===== src/rtl/pwm_pkg.sv =====
// ----------------------------------------------------------------------------
// pwm_pkg
// Shared types and default widths for the PWM channel family.
//   dt_state_e : dead-time FSM states (off, low-side on, dead-time before high,
//                high-side on, dead-time before low)
//   CNT_DW_DEF : default phase counter / duty / phase-delay width
//   DT_DW_DEF  : default dead-time counter width
// ----------------------------------------------------------------------------
package pwm_pkg;

    localparam int unsigned CNT_DW_DEF = 16;
    localparam int unsigned DT_DW_DEF  = 8;

    typedef enum logic [2:0] {
        OFF  = 3'd0,
        LO   = 3'd1,
        DT_H = 3'd2,
        HI   = 3'd3,
        DT_L = 3'd4
    } dt_state_e;

endpackage : pwm_pkg


===== src/rtl/pwm_deadtime.sv =====
// ----------------------------------------------------------------------------
// pwm_deadtime
// Turns the raw compare result into a registered complementary drive state
// with a programmable both-off interval on every transition.
//   clk_i        clock
//   rst_ni       async reset, active low
//   raw_i        raw compare result (already gated by channel enable)
//   en_i         registered channel enable
//   fault_i      combined fault (live input or latched status)
//   dead_time_i  both-off interval in clocks, sampled on dead-time entry
//   state_o      registered FSM state
// ----------------------------------------------------------------------------
module pwm_deadtime
    import pwm_pkg::*;
#(
    parameter int unsigned DtDw = DT_DW_DEF
) (
    input  logic            clk_i,
    input  logic            rst_ni,
    input  logic            raw_i,
    input  logic            en_i,
    input  logic            fault_i,
    input  logic [DtDw-1:0] dead_time_i,
    output dt_state_e       state_o
);

    dt_state_e       state_q, state_d;
    logic [DtDw-1:0] cnt_q, cnt_d;

    // State and dead-time counter registers
    always_ff @(posedge clk_i or negedge rst_ni) begin
        if (!rst_ni) begin
            state_q <= OFF;
            cnt_q   <= '0;
        end else begin
            state_q <= state_d;
            cnt_q   <= cnt_d;
        end
    end

    // Next-state logic; disable/fault override every state
    always_comb begin
        state_d = state_q;
        cnt_d   = cnt_q;
        if (!en_i || fault_i) begin
            state_d = OFF;
        end else begin
            unique case (state_q)
                OFF: begin
                    state_d = LO;
                end
                LO: begin
                    if (raw_i) begin
                        if (dead_time_i == '0) begin
                            state_d = HI;
                        end else begin
                            state_d = DT_H;
                            cnt_d   = dead_time_i - DtDw'(1);
                        end
                    end
                end
                DT_H: begin
                    // A raw pulse shorter than the dead time falls back to LO
                    // without ever asserting the high side.
                    if (!raw_i) begin
                        state_d = LO;
                    end else if (cnt_q == '0) begin
                        state_d = HI;
                    end else begin
                        cnt_d = cnt_q - DtDw'(1);
                    end
                end
                HI: begin
                    if (!raw_i) begin
                        if (dead_time_i == '0) begin
                            state_d = LO;
                        end else begin
                            state_d = DT_L;
                            cnt_d   = dead_time_i - DtDw'(1);
                        end
                    end
                end
                DT_L: begin
                    if (raw_i) begin
                        state_d = HI;
                    end else if (cnt_q == '0) begin
                        state_d = LO;
                    end else begin
                        cnt_d = cnt_q - DtDw'(1);
                    end
                end
                default: begin
                    state_d = OFF;
                end
            endcase
        end
    end

    assign state_o = state_q;

endmodule : pwm_deadtime


===== src/rtl/pwm_chan_dt.sv =====
// ----------------------------------------------------------------------------
// pwm_chan_dt
// One half-bridge PWM channel: double-buffered phase/duty compare against the
// shared phase counter, complementary outputs with dead time, and a sticky
// fault shutdown.
//   clk_i          clock
//   rst_ni         async reset, active low
//   pwm_en_i       channel enable (taken only while raw compare is low)
//   invert_i       1: both outputs active-low
//   dc_resn_i      resolution; low CntDw-1-dc_resn_i bits of phase/duty ignored
//   phase_delay_i  requested on-phase
//   duty_cycle_i   requested duty
//   upd_req_i      pulse: capture phase/duty into pending registers
//   upd_pend_o     pending values not yet committed
//   dead_time_i    both-off interval in clocks
//   phase_ctr_i    shared phase counter
//   cycle_end_i    pulse: last count of the PWM period
//   fault_i        external fault, active high
//   fault_clr_i    pulse: clear latched fault (ignored while fault_i is high)
//   fault_o        latched fault status
//   pwm_hi_o       high-side drive
//   pwm_lo_o       low-side drive
// ----------------------------------------------------------------------------
module pwm_chan_dt
    import pwm_pkg::*;
#(
    parameter int unsigned CntDw = CNT_DW_DEF,
    parameter int unsigned DtDw  = DT_DW_DEF,
    parameter int unsigned ResnW = $clog2(CntDw)
) (
    input  logic             clk_i,
    input  logic             rst_ni,
    input  logic             pwm_en_i,
    input  logic             invert_i,
    input  logic [ResnW-1:0] dc_resn_i,
    input  logic [CntDw-1:0] phase_delay_i,
    input  logic [CntDw-1:0] duty_cycle_i,
    input  logic             upd_req_i,
    output logic             upd_pend_o,
    input  logic [DtDw-1:0]  dead_time_i,
    input  logic [CntDw-1:0] phase_ctr_i,
    input  logic             cycle_end_i,
    input  logic             fault_i,
    input  logic             fault_clr_i,
    output logic             fault_o,
    output logic             pwm_hi_o,
    output logic             pwm_lo_o
);

    localparam int unsigned ShW = ResnW + 1;
    localparam logic [CntDw-1:0] AllOnes = '1;

    logic [CntDw-1:0] pend_phase_q, pend_duty_q;
    logic [CntDw-1:0] act_phase_q, act_duty_q;
    logic             upd_pend_q;
    logic             en_q;
    logic             fault_q;

    logic             commit_c;
    logic [ShW-1:0]   shamt_c;
    logic [CntDw-1:0] mask_c;
    logic [CntDw-1:0] on_c;
    logic [CntDw-1:0] off_c;
    logic [CntDw:0]   sum_c;
    logic             wrap_c;
    logic             cmp_c;
    logic             raw_c;
    logic             fault_any_c;
    dt_state_e        dt_state;

    // Commit pending settings at period end, or at once while disabled; a
    // request landing on the same edge restarts the wait for the next end.
    assign commit_c = upd_pend_q & ~upd_req_i & (cycle_end_i | ~en_q);

    // Pending (shadow) and active settings
    always_ff @(posedge clk_i or negedge rst_ni) begin
        if (!rst_ni) begin
            pend_phase_q <= '0;
            pend_duty_q  <= '0;
            act_phase_q  <= '0;
            act_duty_q   <= '0;
            upd_pend_q   <= 1'b0;
        end else begin
            if (upd_req_i) begin
                pend_phase_q <= phase_delay_i;
                pend_duty_q  <= duty_cycle_i;
                upd_pend_q   <= 1'b1;
            end else if (commit_c) begin
                upd_pend_q <= 1'b0;
            end
            if (commit_c) begin
                act_phase_q <= pend_phase_q;
                act_duty_q  <= pend_duty_q;
            end
        end
    end

    // Resolution-masked compare window; the carry out marks a window that
    // wraps past the end of the counter range.
    always_comb begin
        shamt_c = ShW'(dc_resn_i) + ShW'(1);
        mask_c  = AllOnes >> shamt_c;
        on_c    = act_phase_q & ~mask_c;
        sum_c   = {1'b0, on_c} + {1'b0, act_duty_q & ~mask_c};
        wrap_c  = sum_c[CntDw];
        off_c   = sum_c[CntDw-1:0];
        if (wrap_c) begin
            cmp_c = (phase_ctr_i >= on_c) | (phase_ctr_i < off_c);
        end else begin
            cmp_c = (phase_ctr_i >= on_c) & (phase_ctr_i < off_c);
        end
        raw_c = en_q & cmp_c;
    end

    // Enable changes only while the raw pulse is low, so no pulse is truncated
    always_ff @(posedge clk_i or negedge rst_ni) begin
        if (!rst_ni) begin
            en_q <= 1'b0;
        end else if (!raw_c) begin
            en_q <= pwm_en_i;
        end
    end

    // Sticky fault latch; a live fault beats a clear
    always_ff @(posedge clk_i or negedge rst_ni) begin
        if (!rst_ni) begin
            fault_q <= 1'b0;
        end else if (fault_i) begin
            fault_q <= 1'b1;
        end else if (fault_clr_i) begin
            fault_q <= 1'b0;
        end
    end

    assign fault_any_c = fault_i | fault_q;

    pwm_deadtime #(
        .DtDw (DtDw)
    ) u_deadtime (
        .clk_i       (clk_i),
        .rst_ni      (rst_ni),
        .raw_i       (raw_c),
        .en_i        (en_q),
        .fault_i     (fault_any_c),
        .dead_time_i (dead_time_i),
        .state_o     (dt_state)
    );

    // The live fault term cuts the drives in the same cycle it appears
    assign pwm_hi_o   = ((dt_state == HI) & ~fault_i & ~fault_q) ^ invert_i;
    assign pwm_lo_o   = ((dt_state == LO) & ~fault_i & ~fault_q) ^ invert_i;
    assign upd_pend_o = upd_pend_q;
    assign fault_o    = fault_q;

endmodule : pwm_chan_dt

===== config.mk =====
export PLATFORM = sky130hd
export DESIGN_NAME = pwm_chan_dt
export DESIGN_NICKNAME = d
export VERILOG_FILES = /design/src/rtl/pwm_pkg.sv /design/src/rtl/pwm_deadtime.sv /design/src/rtl/pwm_chan_dt.sv
export SDC_FILE = /design/constraint.sdc
export NUM_CORES = 1
export LEC_CHECK = 0
export ABC_AREA = 0
export BUFFER_PORTS_ARGS = -buffer_cell sky130_fd_sc_hd__buf_2
export CAP_MARGIN = 20
export CORE_MARGIN = 2
export CORE_UTILIZATION = 45
export CTS_CLUSTER_DIAMETER = 80
export DETAILED_ROUTE_END_ITERATION = 8
export GPL_ROUTABILITY_DRIVEN = 0
export HOLD_SLACK_MARGIN = 0.1
export PLACE_DENSITY_LB_ADDON = 0.05
export SLEW_MARGIN = 10
export SYNTH_ARGS = -nofsm -noshare
export SYNTH_HDL_FRONTEND = slang
export SYNTH_SLANG_ARGS = --single-unit

===== constraint.sdc =====
create_clock -name clk_i -period 12.4 [get_ports clk_i]
set_input_delay 0.62 -clock clk_i [delete_from_list [all_inputs] [get_ports clk_i]]
set_output_delay 0.62 -clock clk_i [all_outputs]
set_load 0.01 [all_outputs]

==> flow_summary.json <==
{
  "cts-root-buf": "clkbuf_16",
  "leakage_nw": 2.79,
  "worstMarginPinSlew_ns": 0.861,
  "coreArea_um2": 11300,
  "drive_gt1_share_pct": 29.7,
  "cts_made_buffers": 9,
  "cts_resized": 0,
  "switching_share_pct": 35.7,
  "synth-seq-cells": 78,
  "p_clk_share_pct": 25.8,
  "grt_pass1_vias": 3791,
  "worstSetupEndpointType": "register",
  "hold_path.class": "input port to asynchronous set/reset pin",
  "die_area_um2": 12300,
  "drt-wirelength-per-cell_um": 15.8,
  "first_pass_iters": 4,
  "drv_cap": 0,
  "clock_latency_ns": 0.33,
  "num_rows": 39,
  "async_flop_share_pct": 100,
  "synthAdderAreaFrac_pct": 12.0,
  "arrival_ns": 6.60,
  "pre_cts_ws_ns": 5.68,
  "synthCells": 504,
  "die_h_um": 111,
  "synth-simple-area-share_pct": 13.7,
  "dr_total_vias": 3988,
  "grt_max_degree": 79,
  "port_buffers": 71,
  "slew_headroom_pct": 42.5,
  "totalWireLength_um": 11400,
  "finalSetupViolations": 0,
  "area_delta_synth_final_pct": 16.2,
  "fin_nets": 687,
  "p_total_mw": 1.12,
  "synth.most_common_cell": "dfrtp_1",
  "path_clk_slew_ns": 0.06,
  "netlist_area_um2": 5160,
  "peakVddDrop_uv": 111,
  "final_util_pct": 52.9,
  "switching_power_mw": 0.401,
  "start_util_pct": 45.6,
  "power_density_nw_per_um2": 188,
  "ant_nets": 0,
  "cp_max_fo": 17,
  "seqPwrFrac_pct": 34.1,
  "synth_compound_gate_area_share_pct": 15.7,
  "synth_top_family_by_area": "compound AO/OA/AOI/OAI gates",
  "grt.overflow.total": 0,
  "start_kind": "input port",
  "synthTopCellsByCount": "dfrtp_1, mux2_2, ha_1",
  "timing.setup.tns_ns": 0,
  "hpwlAfterDp_um": 8800,
  "maxSlewViolCount": 0,
  "clock_sinks": 78,
  "grt_setup_unrepaired": "false",
  "yosysSeqAreaShare_pct": 37.8,
  "synth-edff-count": 0,
  "ys.warnings.count": 0,
  "grt_pass1_wl_um": 18700,
  "synth_xor_area_share_pct": 2.72,
  "postCtsSetupBuffers": 0,
  "post-route-drc-count": 0,
  "diodes": 0,
  "ctsHtreeMaxLevel": 3,
  "post_synth_num_cell_types": 54,
  "synth_top_area_share_pct": 37.8,
  "p_int_mw": 0.723,
  "finClkSkew_ns": 0.00587,
  "muxShareOfSynthArea_pct": 14.6,
  "synth.area.top_cells": "dfrtp_1, mux2_2, ha_1",
  "worstSetupStartpoint": "dc_resn_i[3]",
  "layout_setup_ws_ns": 6.02,
  "die_w_um": 111,
  "cts_hold_buf": 0,
  "whs_ns": 0.141,
  "period_minus_slack_ns": 6.38,
  "status": "complete, no violations",
  "r2r_start": "act_phase_q[1]",
  "max_freq_mhz": 157,
  "clk_path_buf_depth": 2,
  "p_comb_share_pct": 40.1,
  "syn_nets": 621,
  "required_ns": 12.62,
  "cts_tree": "done",
  "finalHoldViolations": 0,
  "critPathKind": "input port to register",
  "min_period_over_period_pct": 51.5,
  "drt_iter0_drc": 254,
  "yosysTopAreaCell": "dfrtp_1",
  "via_per_inst": 5.55,
  "ios": 72,
  "grt_usage_pct": 18.9,
  "syn_area_per_cell_um2": 10.2,
  "antenna_found_initial": 0,
  "ys.flop_type": "dfrtp_1"
}
==> area by class of cell <==
| class | instances | area, µm² |
|---|---|---|
| flip-flops and latches | 78 | 1950 |
| fillers | 1066 | 5330 |
| clock inverters | 6 | 92.6 |
| inverters | 27 | 101 |
| well taps | 143 | 179 |
| clock buffers | 10 | 239 |
| multi-input cells | 381 | 3030 |
| repair buffers | 73 | 393 |
==> final timing paths <==
path | endpoint | slack, ns | depth (start not counted)
setup / recovery | u_deadtime.cnt_q[0] | 6.02 | 24
hold / removal | u_deadtime.cnt_q[3] | 0.14 | 1
setup reg to reg | u_deadtime.cnt_q[0] | 6.43 | 22
hold reg to reg | act_phase_q[15] | 0.50 | 2
max in group asynchronous | act_phase_q[7] | 11.69 | 2
min in group clk_i | en_q | 0.49 | 2
==> flip-flops by register name, indices dropped and copies added, names as in the netlist, 3 cells and up <==
register	flops
act_duty_q	16
act_phase_q	16
pend_duty_q	16
pend_phase_q	16
u_deadtime.cnt_q	8
u_deadtime.state_o	3
==> kinds of logic (layout without fill, tap and decap cells) <==
kind of cell,Yosys count,in the layout
muxes,67,67
buffers and inverters,45,116
adders and majority gates,49,49
DFF,78,78
AOI/OAI and AO/OA,114,114
xor gates and xnor gates,16,16
and+or+nand+nor,135,135
==> cells in the final DEF, fill, tap and decap left out, types with 14 or more instances in the layout <==
cell / n
dfrtp_1: 78
buf_2: 70
nor2_1: 27
nand2_1: 26
mux2_2: 65
o21ai_0: 14
inv_1: 27
ha_1: 48
nor3_1: 19
a21oi_1: 28
==> per-stage QoR <==
stage          std cells  instance area [µm²]
2_1_floorplan        504                 5160
3_3_place_gp         701                 5630
3_5_place_dp         701                 5630
4_1_cts              717                 5960
5_1_grt              718                 5990
6_report             718                 5990
==> critical path: stages <==
cell and delay [ns]:
buf_2 0.22, and2_0 0.29, nand3_1 0.17, inv_1 0.13, ha_1 0.24, a21o_1 0.16
a21oi_1 0.21, o21bai_1 0.12, a211oi_1 0.33, o31ai_1 0.16, o41a_1 0.38, a41oi_1 0.30
nand2b_1 0.09, a21oi_1 0.18, xor2_1 0.16, ha_1 0.26, nand4_1 0.11, a21oi_1 0.05
a211oi_1 0.21, o31ai_1 0.18, a2111oi_1 0.69, a2111oi_1 0.16, nor3b_4 0.75, mux2_2 0.41
==> metal layers <==
layer / track usage (%) / vias up / share of wire [%]
li1: - / 1990 / -
met1: 28.4 / 1907 / 52
met2: 27.9 / 79 / 43
met3: 3.34 / 12 / 3.8
met4: 5.93 / 0 / 1.5
met5: 0 / - / 0
==> power groups by stage <==
stage	sequential [mW]	clock, mW	combinational, mW
3_5_place_dp	0.388	0	0.450
6_report	0.384	0.290	0.450
3_3_place_gp	0.386	0	0.436
5_1_grt	0.394	0.312	0.512
2_1_floorplan	0.361	0	0.352
4_1_cts	0.384	0.299	0.452
No activity file was read; power rests on OpenSTA's default activity.
